$ cat config.mk
export PLATFORM = sky130hd
export DESIGN_NAME = wd_store_ctrl
export DESIGN_NICKNAME = d
export VERILOG_FILES = /design/src/rtl/wd_store_ctrl.sv
export SDC_FILE = /design/constraint.sdc
export NUM_CORES = 1
export LEC_CHECK = 0
export CAP_MARGIN = 20
export CORE_UTILIZATION = 45
export CTS_BUF_LIST = sky130_fd_sc_hd__clkbuf_2
export CTS_CLUSTER_DIAMETER = 120
export DETAILED_ROUTE_END_ITERATION = 10
export GPL_TIMING_DRIVEN = 0
export PLACE_DENSITY = 0.77
export SLEW_MARGIN = 20
export SYNTH_ARGS = -nofsm -noshare
export SYNTH_HDL_FRONTEND = slang
export SYNTH_SLANG_ARGS = --single-unit
$ cat constraint.sdc
create_clock -name sysclk -period 4.2 [get_ports sysclk]
set_input_delay 0.42 -clock sysclk [delete_from_list [all_inputs] [get_ports sysclk]]
set_output_delay 0.42 -clock sysclk [all_outputs]
set_load 0.005 [all_outputs]
$ cat src/rtl/wd_store_ctrl.sv
// Store-cycle sequencer for the write-data register: replicates store data across lanes,
// loads wd_reg, drives the bus until memory stops waiting, and reports done/error.
module wd_store_ctrl #(
  parameter int WAIT_MAX = 15,
  parameter int CNT_W    = 4
) (
  input  logic        sysclk,
  input  logic        reset,
  input  logic        st_req,
  input  logic [31:0] st_data,
  input  logic [1:0]  st_size,
  input  logic [1:0]  st_addr,
  input  logic        mem_wait,
  output logic        st_ack,
  output logic        st_done,
  output logic        st_err,
  output logic        busy,
  output logic [31:0] WD_Bus_Write,
  output logic        WD_Load,
  output logic        WD_DBE,
  output logic [3:0]  byte_en,
  output logic        mem_wr
);

  typedef enum logic [2:0] {S_IDLE, S_LOAD, S_DRIVE, S_DONE, S_ERR} state_t;

  state_t           state, state_nxt;
  logic [CNT_W-1:0] wait_cnt;
  logic             err_ack;
  logic             accept;
  logic             illegal;
  logic             timeout;

  function automatic logic [31:0] rep_data(input logic [1:0] size, input logic [31:0] d);
    case (size)
      2'b00:   rep_data = {4{d[7:0]}};
      2'b01:   rep_data = {2{d[15:0]}};
      default: rep_data = d;
    endcase
  endfunction

  function automatic logic [3:0] lane_en(input logic [1:0] size, input logic [1:0] addr);
    case (size)
      2'b00:   lane_en = 4'b0001 << addr;
      2'b01:   lane_en = addr[1] ? 4'b1100 : 4'b0011;
      default: lane_en = 4'b1111;
    endcase
  endfunction

  // Requests are only sampled in IDLE and DONE; DONE accepts back-to-back without an IDLE cycle.
  assign accept  = st_req && ((state == S_IDLE) || (state == S_DONE));
  assign illegal = (st_size == 2'b11);
  assign timeout = mem_wait && (wait_cnt == CNT_W'(WAIT_MAX));

  always_comb begin
    state_nxt = state;
    case (state)
      S_IDLE, S_DONE: begin
        if (accept) state_nxt = illegal ? S_ERR : S_LOAD;
        else        state_nxt = S_IDLE;
      end
      S_LOAD:  state_nxt = S_DRIVE;
      S_DRIVE: begin
        if (!mem_wait)    state_nxt = S_DONE;
        else if (timeout) state_nxt = S_ERR;
      end
      S_ERR:   state_nxt = S_IDLE;
      default: state_nxt = S_IDLE;
    endcase
  end

  always_ff @(posedge sysclk) begin
    if (reset) begin
      state        <= S_IDLE;
      wait_cnt     <= '0;
      err_ack      <= 1'b0;
      WD_Bus_Write <= '0;
      byte_en      <= '0;
    end else begin
      state <= state_nxt;
      if (accept) err_ack <= illegal;
      if (accept && !illegal) begin
        WD_Bus_Write <= rep_data(st_size, st_data);
        byte_en      <= lane_en(st_size, st_addr);
      end
      if (state == S_LOAD)
        wait_cnt <= '0;
      else if ((state == S_DRIVE) && mem_wait && !timeout)
        wait_cnt <= wait_cnt + 1'b1;
    end
  end

  // Strobes decode straight from state, so a reset releases the bus at the same edge.
  always_comb begin
    WD_Load = (state == S_LOAD);
    WD_DBE  = (state == S_DRIVE);
    mem_wr  = (state == S_DRIVE);
    st_done = (state == S_DONE);
    st_err  = (state == S_ERR);
    st_ack  = (state == S_LOAD) || ((state == S_ERR) && err_ack);
    busy    = (state != S_IDLE);
  end

endmodule

=== After elaboration in Yosys (flattened, before gate mapping) ===
Index checks and enable logic that the tools add are counted.

* Mux-type cells: 8
* Add/sub/neg operators: 1
* Shift-type cells: 1
* Eq/ne operators: 8
* Reduce and logical (&&, ||, !) cells: 15

{| class="wikitable"
|+ Operator list
! operator !! count
|-
| one-hot mux 32 bit (2 select lines) || 1
|-
| 2-to-1 mux 3 bit || 4
|-
| one-hot mux 3 bit (3 select lines) || 1
|-
| one-hot mux 4 bit (2 select lines) || 1
|-
| equality test 3 x 2 -> 1 bit (second input constant) || 2
|-
| logical AND 1 bit || 6
|-
| adder 4 x 1 -> 4 bit (second input constant) || 1
|-
| equality test 4 bit (second input constant) || 1
|-
| 2-to-1 mux 4 bit || 1
|-
| OR reduction 2 bit || 2
|-
| << shifter 1 x 2 -> 4 bit (first input constant) || 1
|-
| equality test 3 x 1 -> 1 bit (second input constant) || 1
|-
| equality test 3 bit (second input constant) || 1
|-
| zero test 3 bit || 1
|-
| inequality test 3 x 2 -> 1 bit (second input constant) || 1
|-
| nonzero test 3 bit || 1
|-
| equality test 2 x 1 -> 1 bit (second input constant) || 1
|-
| equality test 2 bit (second input constant) || 1
|-
| zero test 1 bit || 2
|-
| zero test 2 bit || 1
|-
| logical OR 1 bit || 2
|}

* Register bits: 44
* Output and inout port bits: 43
* Word-level logic and storage cells: 38
* Input bits: 40

=== Logic depth before layout (Yosys ltp) ===
Gate-level depths: netlist (run 1).

* Word-level depth: 5
* Depth in mapped cells: 5
* Depth with buffers taken out: 4

=== Least setup slack after synthesis (run 1) ===
OpenSTA, ideal clock, no wires.

* Kind: flip-flop to output port
* Start: register state[1]
* End: output port st_ack
* Path buffers: 1
* Path slack: 2.706 ns
* Arrival time: 1.074 ns
* Cell stages (with the launch flop): 5
* Cell sequence: dfxtp_1 buf_4 or3b_1 inv_2 a21o_1

* Elaborated cells between the ends (all ways): 4
* Classes of those cells: 2 x eq/ne; 2 x reduce/logical

{| class="wikitable"
|+ RTL lines
! element !! RTL line !! source
|-
| from (decl) || 27 || <nowiki>state_t state, state_nxt;</nowiki>
|-
| from (signal assigned) || 80 || <nowiki>state <= state_nxt;</nowiki>
|-
| equality test 3 x 1 -> 1 bit || -- ||
|-
| net WD_Load || 19 || <nowiki>output logic WD_Load,</nowiki>
|-
| logical OR 1 bit || 100 || <nowiki>st_ack = (state == S_LOAD) || ((state == S_ERR) && err_ack);</nowiki>
|-
| to (decl) || 14 || <nowiki>output logic st_ack,</nowiki>
|}

The timed path passes the listed nets, and every way through them passes these cells.

=== Worst setup path after layout (run 1) ===
* Start: register state[1]
* End: output port st_ack

* Word-level cells in the longest chain between the ends: 3
* Elaborated cells between the ends (all ways): 4
* Classes of those cells: 2 x eq/ne; 2 x reduce/logical

{| class="wikitable"
|+ RTL lines
! element !! RTL line
|-
| equality test 3 bit || 100
|-
| logical AND 1 bit || 100
|-
| logical OR 1 bit * || 100
|}

Mark *: on every way between the ends. The rest lies on a longest branch, timed or not.

==> results of run 1 <==
logic make-up (layout without fill, tap and decap cells):
kind of cell | Yosys count | in the layout | synth area share
flops | 44 | 44 | 0.388
compound gates | 88 | 88 | 0.291
simple gates | 51 | 51 | 0.145
buf+inv | 31 | 120 | 0.0722
xor+xnor | 2 | 2 | 0.0193
fa+ha+maj | 1 | 1 | 0.00551
mux | 18 | 18 | 0.0793
power by group:
part           total [mW]  internal, mW  switching [mW]  leakage (nW)
combinational       0.326         0.174           0.151         0.780
sequential          0.475         0.456          0.0193         0.361
clock               0.231        0.0970           0.134        0.0380
final cells by class:
type / count / area [µm²]
plain buffers: 25 / 141
repair buffers: 81 / 811
clock buffers: 5 / 25.0
flip-flops and latches: 44 / 881
inverters: 6 / 22.5
multi-input cells: 160 / 1230
clock inverters: 3 / 37.5
well taps: 67 / 83.8
fillers: 421 / 1560
stage by stage:
step           cell area (µm²)  hold slack [ns]  worst slack [ns]  cells
3_5_place_dp              3170            0.452              2.03    383
3_3_place_gp              3170            0.454              2.04    383
5_1_grt                   3230            0.499              1.56    391
4_1_cts                   3230            0.477              1.67    391
2_1_floorplan             2270            0.458              2.71    235
6_report                  3230            0.474              1.69    391
sequential cells by signal, indices dropped and copies added (netlist names):
name	count
WD_Bus_Write	32
byte_en	4
err_ack	1
state	3
wait_cnt	4
per-layer routing:
metal	global-route usage	up-vias
met5	0	-
met4	0.0893	0
met3	0.0373	12
met2	0.390	73
met1	0.350	1044
li1	-	1094
cell usage after synthesis, types with 2 or more instances:
library cell / instances / share of area
a221oi_2: 4 / 0.026
mux2i_1: 18 / 0.079
or3_1: 2 / 0.0055
a21oi_1: 11 / 0.024
a211oi_1: 10 / 0.033
inv_1: 5 / 0.0083
o31ai_1: 8 / 0.026
o21ai_0: 9 / 0.020
nand3_1: 5 / 0.011
nor2_1: 2 / 0.0033
nor2b_1: 2 / 0.0055
nor3_4: 2 / 0.014
nand2b_1: 4 / 0.011
a22o_1: 8 / 0.031
nor3_1: 3 / 0.0066
nand2_1: 10 / 0.017
buf_4: 8 / 0.026
nor3b_1: 2 / 0.0066
nand4_1: 10 / 0.028
buf_2: 8 / 0.018
dfxtp_1: 44 / 0.39
a311oi_1: 8 / 0.031
clkbuf_1: 7 / 0.012
o2bb2ai_1: 8 / 0.031
a31oi_1: 17 / 0.047
final timing paths:
check | start | to | slack, ns | depth (start not counted)
max | state[1]$_SDFFE_PP0N_ | st_ack | 1.69 | 5
min | byte_en[0]$_SDFFE_PP0P_ | byte_en[0]$_SDFFE_PP0P_ | 0.47 | 2
max reg2reg | state[1]$_SDFFE_PP0N_ | WD_Bus_Write[28]$_SDFFE_PP0P_ | 2.65 | 4
min reg2reg | byte_en[0]$_SDFFE_PP0P_ | byte_en[0]$_SDFFE_PP0P_ | 0.47 | 2
worst reg2reg max path: stages, from the launching register on:
cell and delay [ns]:
dfxtp_1 0.36, buf_4 0.17, xnor2_4 0.34, a31oi_2 0.28
a22o_1 0.30
==> impl_metrics.ini, run 1 <==
[outcome]
status = finished clean

[synthesis]
yosysUniqueCellTypes = 45
synth_edf_count = 0
ys_seq_area_frac = 0.388
ys_warn_count = 0
synth_nets = 276
yosys_most_used_dff = dfxtp_1
synthCells = 235
synth-seq-cells = 44
syn_area_per_cell_um2 = 9.66
synth-async-reset-ratio = 0
syn_area_um2 = 2270

[hold_path]
worst_hold_path_type = reg2reg

[cells_and_area]
final_core_util = 0.675
fin_nets = 364
syn_to_final_growth_pct = 42.1
drive_above_1_share = 0.117
layout_common_cells = clkdlybuf4s50_1 (81), dfxtp_1 (44), mux2i_1 (18)
layout_commonest_cell = clkdlybuf4s50_1
insertedDiodeCount = 0

[floorplanning]
core_um2 = 4790
fp.dieH_um = 73.0
die_w_um = 73.0
io_pins = 83
rows = 25
fp.dieArea_um2 = 5330
initial_core_util = 0.475

[drt]
dr_wl_met3_um = 350
drt_iter0_markers = 240
route.met2.wl_um = 3100
firstDrtPassIters = 4
drtAntennaViolNets = 0
wl_met1_um = 3130
routed_wirelength_um = 6680
routed_via_density = 5.69
drc = 0
routedWlPerCell_um = 17.1
vias = 2223
top_layer = met4

[global_route]
antenna_found_initial = 0
grt_pass1_vias = 1984
grt_usage = 0.250
grt_max_degree = 14
grt_pass1_wl_um = 10000
overflow = 0

[clock_network]
cts_resized = 0
cts_tree = yes
postCtsSetupBuffers = 0
clkTransAtPathRegs_ns = 0.22
htreeDepth = 2
cts_buffers = 5
cts_sinks = 44
cts_max_path_buffers = 2
root_buffer = clkbuf_2
clk_latency_ns = 0.41
holdBufCountCts = 0

[job]
drv_cap = 0

[sta]
final.setup.tns_ns = 0
rsz0062_at_grt = no
finalCritPeriodShare = 0.598
setup_viol = 0
fin_crit_ns = 2.51
max_freq_ghz = 0.398
maxSlewHeadroom = 0.554
hold_violations = 0
slew_violations = 0
skew_ns = 0.0174
tightest_slew_ns = 0.668

[pwr]
ir_drop_mv = 0.207
finalPower_mw = 1.03
p_leak_nw = 1.18
p_per_area_nw_per_um2 = 320

[setup_path]
cpPeakStageDelay_ns = 0.49
cp-start-kind = flip-flop
cpMaxStageDelayCell = clkdlybuf4s50_1
endpoint_kind = output port
critPathTopFamily = buffers and inverters
crit_buf_inv = 3
arrival_ns = 2.09
worstPathRequired_ns = 3.78
crit_chain = buf_4, or3b_1, inv_2, a21o_1, clkdlybuf4s50_1
crit_fanout = 9
crit_type = reg2out

[placed_design]
hpwl_um = 4880
port_buffers = 81
gp_congestion = 0.875
No activity file was read; power rests on OpenSTA's default activity.
==> run 2: changes to the inputs <==
==> constraint.sdc (replaced) <==
create_clock -name sysclk -period 2.45 [get_ports sysclk]
set_input_delay 0.245 -clock sysclk [delete_from_list [all_inputs] [get_ports sysclk]]
set_output_delay 0.245 -clock sysclk [all_outputs]
set_load 0.005 [all_outputs]
==> run 2 against run 1 <==
Effect of this change: via count is 0.22% lower; critical path depth is 1 lower; design area hardly changed; critical path type unchanged; die area stayed put; power is 71% higher; critical endpoint is now mem_wr; sequential cell count stayed put; final cell count stayed put; worst hold slack worse by 0.059 ns; clock skew is 0.0020 ns lower; largest cell class unchanged; combinational power is 72% higher; register-to-register slack worse by 1.8 ns; wire length hardly changed.
==> impl_metrics.ini, run 2 (same netlist as run 1, synthesis figures left out) <==
[cells_and_area]
fillers = 420
syn_to_final_growth_pct = 42.3
layout_commonest_cell = clkdlybuf4s50_1
top_regs = WD_Bus_Write (32), byte_en (4), wait_cnt (4)
largest_reg_flops = 32
insertedDiodeCount = 0
fin_nets = 364
layout_common_cells = clkdlybuf4s50_1 (81), dfxtp_1 (44), mux2i_1 (18)
final_core_util = 0.675
top_register = WD_Bus_Write
drive_above_1_share = 0.120

[global_route]
overflow = 0
grt_pass1_wl_um = 10000
antenna_found_initial = 0
grt_usage = 0.250
grt_pass1_vias = 1984
grt_max_degree = 14

[drt]
routed_via_density = 5.67
drtAntennaViolNets = 0
routedWlPerCell_um = 17.1
routed_wirelength_um = 6690
vias = 2218
drt_iter0_markers = 239
firstDrtPassIters = 4
drc = 0

[setup_path]
crit_type = reg2out
cp-start-kind = flip-flop
crit_chain = buf_4, nor3b_1, buf_4, clkdlybuf4s50_1
endpoint_kind = output port
crit_fanout = 9
cpPeakStageDelay_ns = 0.48
critPathTopFamily = buffers and inverters
worstPathRequired_ns = 2.20
cp_common_cell = buf_4
cpMaxStageDelayCell = clkdlybuf4s50_1
crit_buf_inv = 3
arrival_ns = 2.07
cp.depth = 4
worst-r2r-cell-count = 4

[sta]
slew_violations = 0
final.setup.tns_ns = 0
finalCritPeriodShare = 0.943
skew_ns = 0.0155
rsz0062_at_grt = no
setup_viol = 0
fin_crit_ns = 2.31
tightest_slew_ns = 0.670
maxSlewHeadroom = 0.553
hold_violations = 0
max_freq_ghz = 0.433

[pwr]
p_per_area_nw_per_um2 = 547
ir_drop_mv = 0.355
p_leak_nw = 1.18

[floorplanning]
fp.dieArea_um2 = 5330
fp.dieH_um = 73.0
io_pins = 83
initial_core_util = 0.475
core_um2 = 4790
rows = 25
die_w_um = 73.0

[clock_network]
clkTransAtPathRegs_ns = 0.22
postCtsSetupBuffers = 0
root_buffer = clkbuf_2
cts_tree = yes
cts_max_path_buffers = 2
holdBufCountCts = 0
clk_latency_ns = 0.41
cts_sinks = 44
htreeDepth = 2
cts_buffers = 5

[placed_design]
hpwl_um = 4880
port_buffers = 81
gp_congestion = 0.875

[outcome]
status = finished clean

[hold_path]
worst_hold_path_type = in2reg
whs_path_depth = 2

[job]
drv_cap = 0
## run 2: worst register-to-register path: cells and delay by family, from the launching register on
family                    cells  cell delay [ns]
xor gates and xnor gates      1             0.37
AOI/OAI and AO/OA             2             0.59
DFF                           1             0.34
buffers and inverters         1             0.17
## run 2: layer usage
layer  track usage  vias to the layer above  wire length [µm]  part of all wire
met5             0                        -                 0                 0
met3        0.0373                       12               366             0.055
li1              -                     1093                 -                 -
met4        0.0893                        0               104             0.016
met1         0.350                     1037              3120              0.47
met2         0.390                       76              3100              0.46
## run 2: through the flow
step	cell area, µm²	hold slack [ns]	setup slack [ns]	power (mW)	std cells
after floorplan	2270	0.395	1.11	1.11	235
after global placement	3170	0.454	0.466	1.38	383
after detailed placement	3170	0.452	0.453	1.38	383
after CTS	3230	0.398	0.0934	1.77	391
after global routing	3230	0.427	0.0103	1.85	391
final	3230	0.415	0.139	1.77	391
## run 2: what timing repair did
action | CTS | global route
endpoints found under the hold margin | 0 | 0
resized for setup | 0 | 1
endpoints found under the setup margin | 0 | 1
## run 2: layout make-up
cell class                      instances  area (µm²)  area share
Tap cell                               67        83.8      0.0259
Multi-Input combinational cell        160        1230       0.380
Timing Repair Buffer                   81         811       0.251
Sequential cell                        44         881       0.273
Buffer                                 25         141      0.0438
Inverter                                6        22.5     0.00697
Clock inverter                          3        37.5      0.0116
Clock buffer                            5        25.0     0.00775
## run 2: path summary, 6_finish.rpt
kind / start / to / slack (ns)
worst max-delay path: state[1]$_SDFFE_PP0N_ / mem_wr / 0.14
worst max register to register: state[0]$_SDFFE_PP0N_ / WD_Bus_Write[28]$_SDFFE_PP0P_ / 0.90
worst min register to register: byte_en[0]$_SDFFE_PP0P_ / byte_en[0]$_SDFFE_PP0P_ / 0.47
worst min-delay path: reset / byte_en[1]$_SDFFE_PP0P_ / 0.42
## run 2: report_power, final
part	switching (mW)	leakage, nW	total [mW]	internal (mW)
Combinational	0.259	0.782	0.560	0.300
Clock	0.228	0.0380	0.394	0.166
Sequential	0.0331	0.361	0.814	0.781
Total	0.520	1.18	1.77	1.25
==> run 3: changes to the inputs <==
--- a/config.mk
+++ b/config.mk
@@ -10,8 +10,10 @@
 export CTS_BUF_LIST = sky130_fd_sc_hd__clkbuf_2
 export CTS_CLUSTER_DIAMETER = 120
 export DETAILED_ROUTE_END_ITERATION = 10
+export GPL_ROUTABILITY_DRIVEN = 0
 export GPL_TIMING_DRIVEN = 0
-export PLACE_DENSITY = 0.77
+export MAX_ROUTING_LAYER = met4
+export PLACE_DENSITY = 0.83
 export SLEW_MARGIN = 20
 export SYNTH_ARGS = -nofsm -noshare
 export SYNTH_HDL_FRONTEND = slang
==> run 3 against run 2 <==
Effect of this change: power is 5.0% lower; die area stayed put; sequential cell count stayed put; critical path type unchanged.
==> impl_metrics.ini, run 3 (same netlist as run 1, synthesis figures left out) <==
[setup_path]
cp-start-kind = flip-flop
crit_fanout = 9
endpoint_kind = output port
cpPeakStageDelay_ns = 0.49
cpMaxStageDelayCell = clkdlybuf4s50_1
crit_type = reg2out
worstPathRequired_ns = 2.20
arrival_ns = 2.06
crit_chain = buf_4, or3b_4, inv_2, a21o_1, clkdlybuf4s50_1

[global_route]
overflow = 0
grt_max_degree = 13
grt_pass1_vias = 2099
grt_pass1_wl_um = 10300
grt_usage = 0.261
antenna_found_initial = 0

[cells_and_area]
top_register = WD_Bus_Write
layout_common_cells = clkdlybuf4s50_1 (81), dfxtp_1 (44), mux2i_1 (18)
largest_reg_flops = 32
drive_above_1_share = 0.127
top_regs = WD_Bus_Write (32), byte_en (4), wait_cnt (4)
final_cells = 391
insertedDiodeCount = 0
layout_commonest_cell = clkdlybuf4s50_1
syn_to_final_growth_pct = 41.4
fin_nets = 364

[sta]
finalCritPeriodShare = 0.941
hold_violations = 0
fin_hold_ws_ns = 0.373
maxSlewHeadroom = 0.574
skew_ns = 0.0164
setup_viol = 0
final.setup.tns_ns = 0
setup_slack_ns = 0.144
slew_violations = 0
fin_crit_ns = 2.31
tightest_slew_ns = 0.639
rsz0062_at_grt = no
max_freq_ghz = 0.434

[drt]
drtAntennaViolNets = 0
routedWlPerCell_um = 16.8
drc = 0
routed_via_density = 5.92
routed_wirelength_um = 6580
drt_iter0_markers = 182
firstDrtPassIters = 5
vias = 2313

[clock_network]
cts_buffers = 5
clkTransAtPathRegs_ns = 0.22
holdBufCountCts = 0
root_buffer = clkbuf_2
clk_latency_ns = 0.42
cts_tree = yes
cts_max_path_buffers = 2
cts_sinks = 44
htreeDepth = 2

[floorplanning]
core_um2 = 4790
initial_core_util = 0.475
fp.dieArea_um2 = 5330
io_pins = 83
fp.dieH_um = 73.0
rows = 25
die_w_um = 73.0

[placed_design]
dp_slack_ns = 0.476
port_buffers = 81
hpwl_um = 4840
post-place-cells = 383

[pwr]
ir_drop_mv = 0.346
p_per_area_nw_per_um2 = 523
p_leak_nw = 1.18

[hold_path]
worst_hold_path_type = in2reg

[outcome]
status = finished clean

[job]
drv_cap = 0
## run 3: layout make-up
class / count / area (µm²)
fillers: 405 / 1570
multi-input cells: 160 / 1230
flip-flops and latches: 44 / 881
repair buffers: 81 / 811
plain buffers: 25 / 141
well taps: 67 / 83.8
clock buffers: 7 / 35.0
inverters: 6 / 22.5
clock inverters: 1 / 3.75
## run 3: worst max-delay path, delay by kind of cell (launching register included)
family / cells / cell delay (ns)
AOI/OAI and AO/OA: 1 / 0.08
buffers and inverters: 3 / 0.77
DFF: 1 / 0.36
and+or+nand+nor: 1 / 0.43
## run 3: worst paths after layout
path | start | endpoint | slack (ns) | cells after the start
min | reset | byte_en[0]$_SDFFE_PP0P_ | 0.37 | 2
max reg2reg | state[0]$_SDFFE_PP0N_ | WD_Bus_Write[29]$_SDFFE_PP0P_ | 0.91 | 4
max | state[0]$_SDFFE_PP0N_ | st_ack | 0.14 | 5
min reg2reg | byte_en[3]$_SDFFE_PP0P_ | byte_en[3]$_SDFFE_PP0P_ | 0.48 | 2
## run 3: where the power goes
part	total, mW	internal, mW	switching [mW]
registers	0.815	0.781	0.0335
clock network	0.305	0.0764	0.229
logic	0.560	0.301	0.259
## run 3: through the flow
stage	cell area (µm²)	util	total power, mW
after CTS	3200	0.670	1.68
after global placement	3170	0.661	1.37
final	3210	0.671	1.68
after floorplan	2270	-	1.11
after detailed placement	3170	0.661	1.38
after global routing	3210	0.671	1.76
## run 3: routing by layer
metal,vias up,GRT usage,routed length (µm)
li1,1086,-,-
met1,1072,0.354,2880
met2,128,0.378,3010
met3,27,0.0497,501
met4,0,0.115,193
met5,-,-,0
## run 3: timing repair
item	CTS	global route
setup buffers	0	0
resized for setup	0	2
endpoints found under the setup margin	0	2
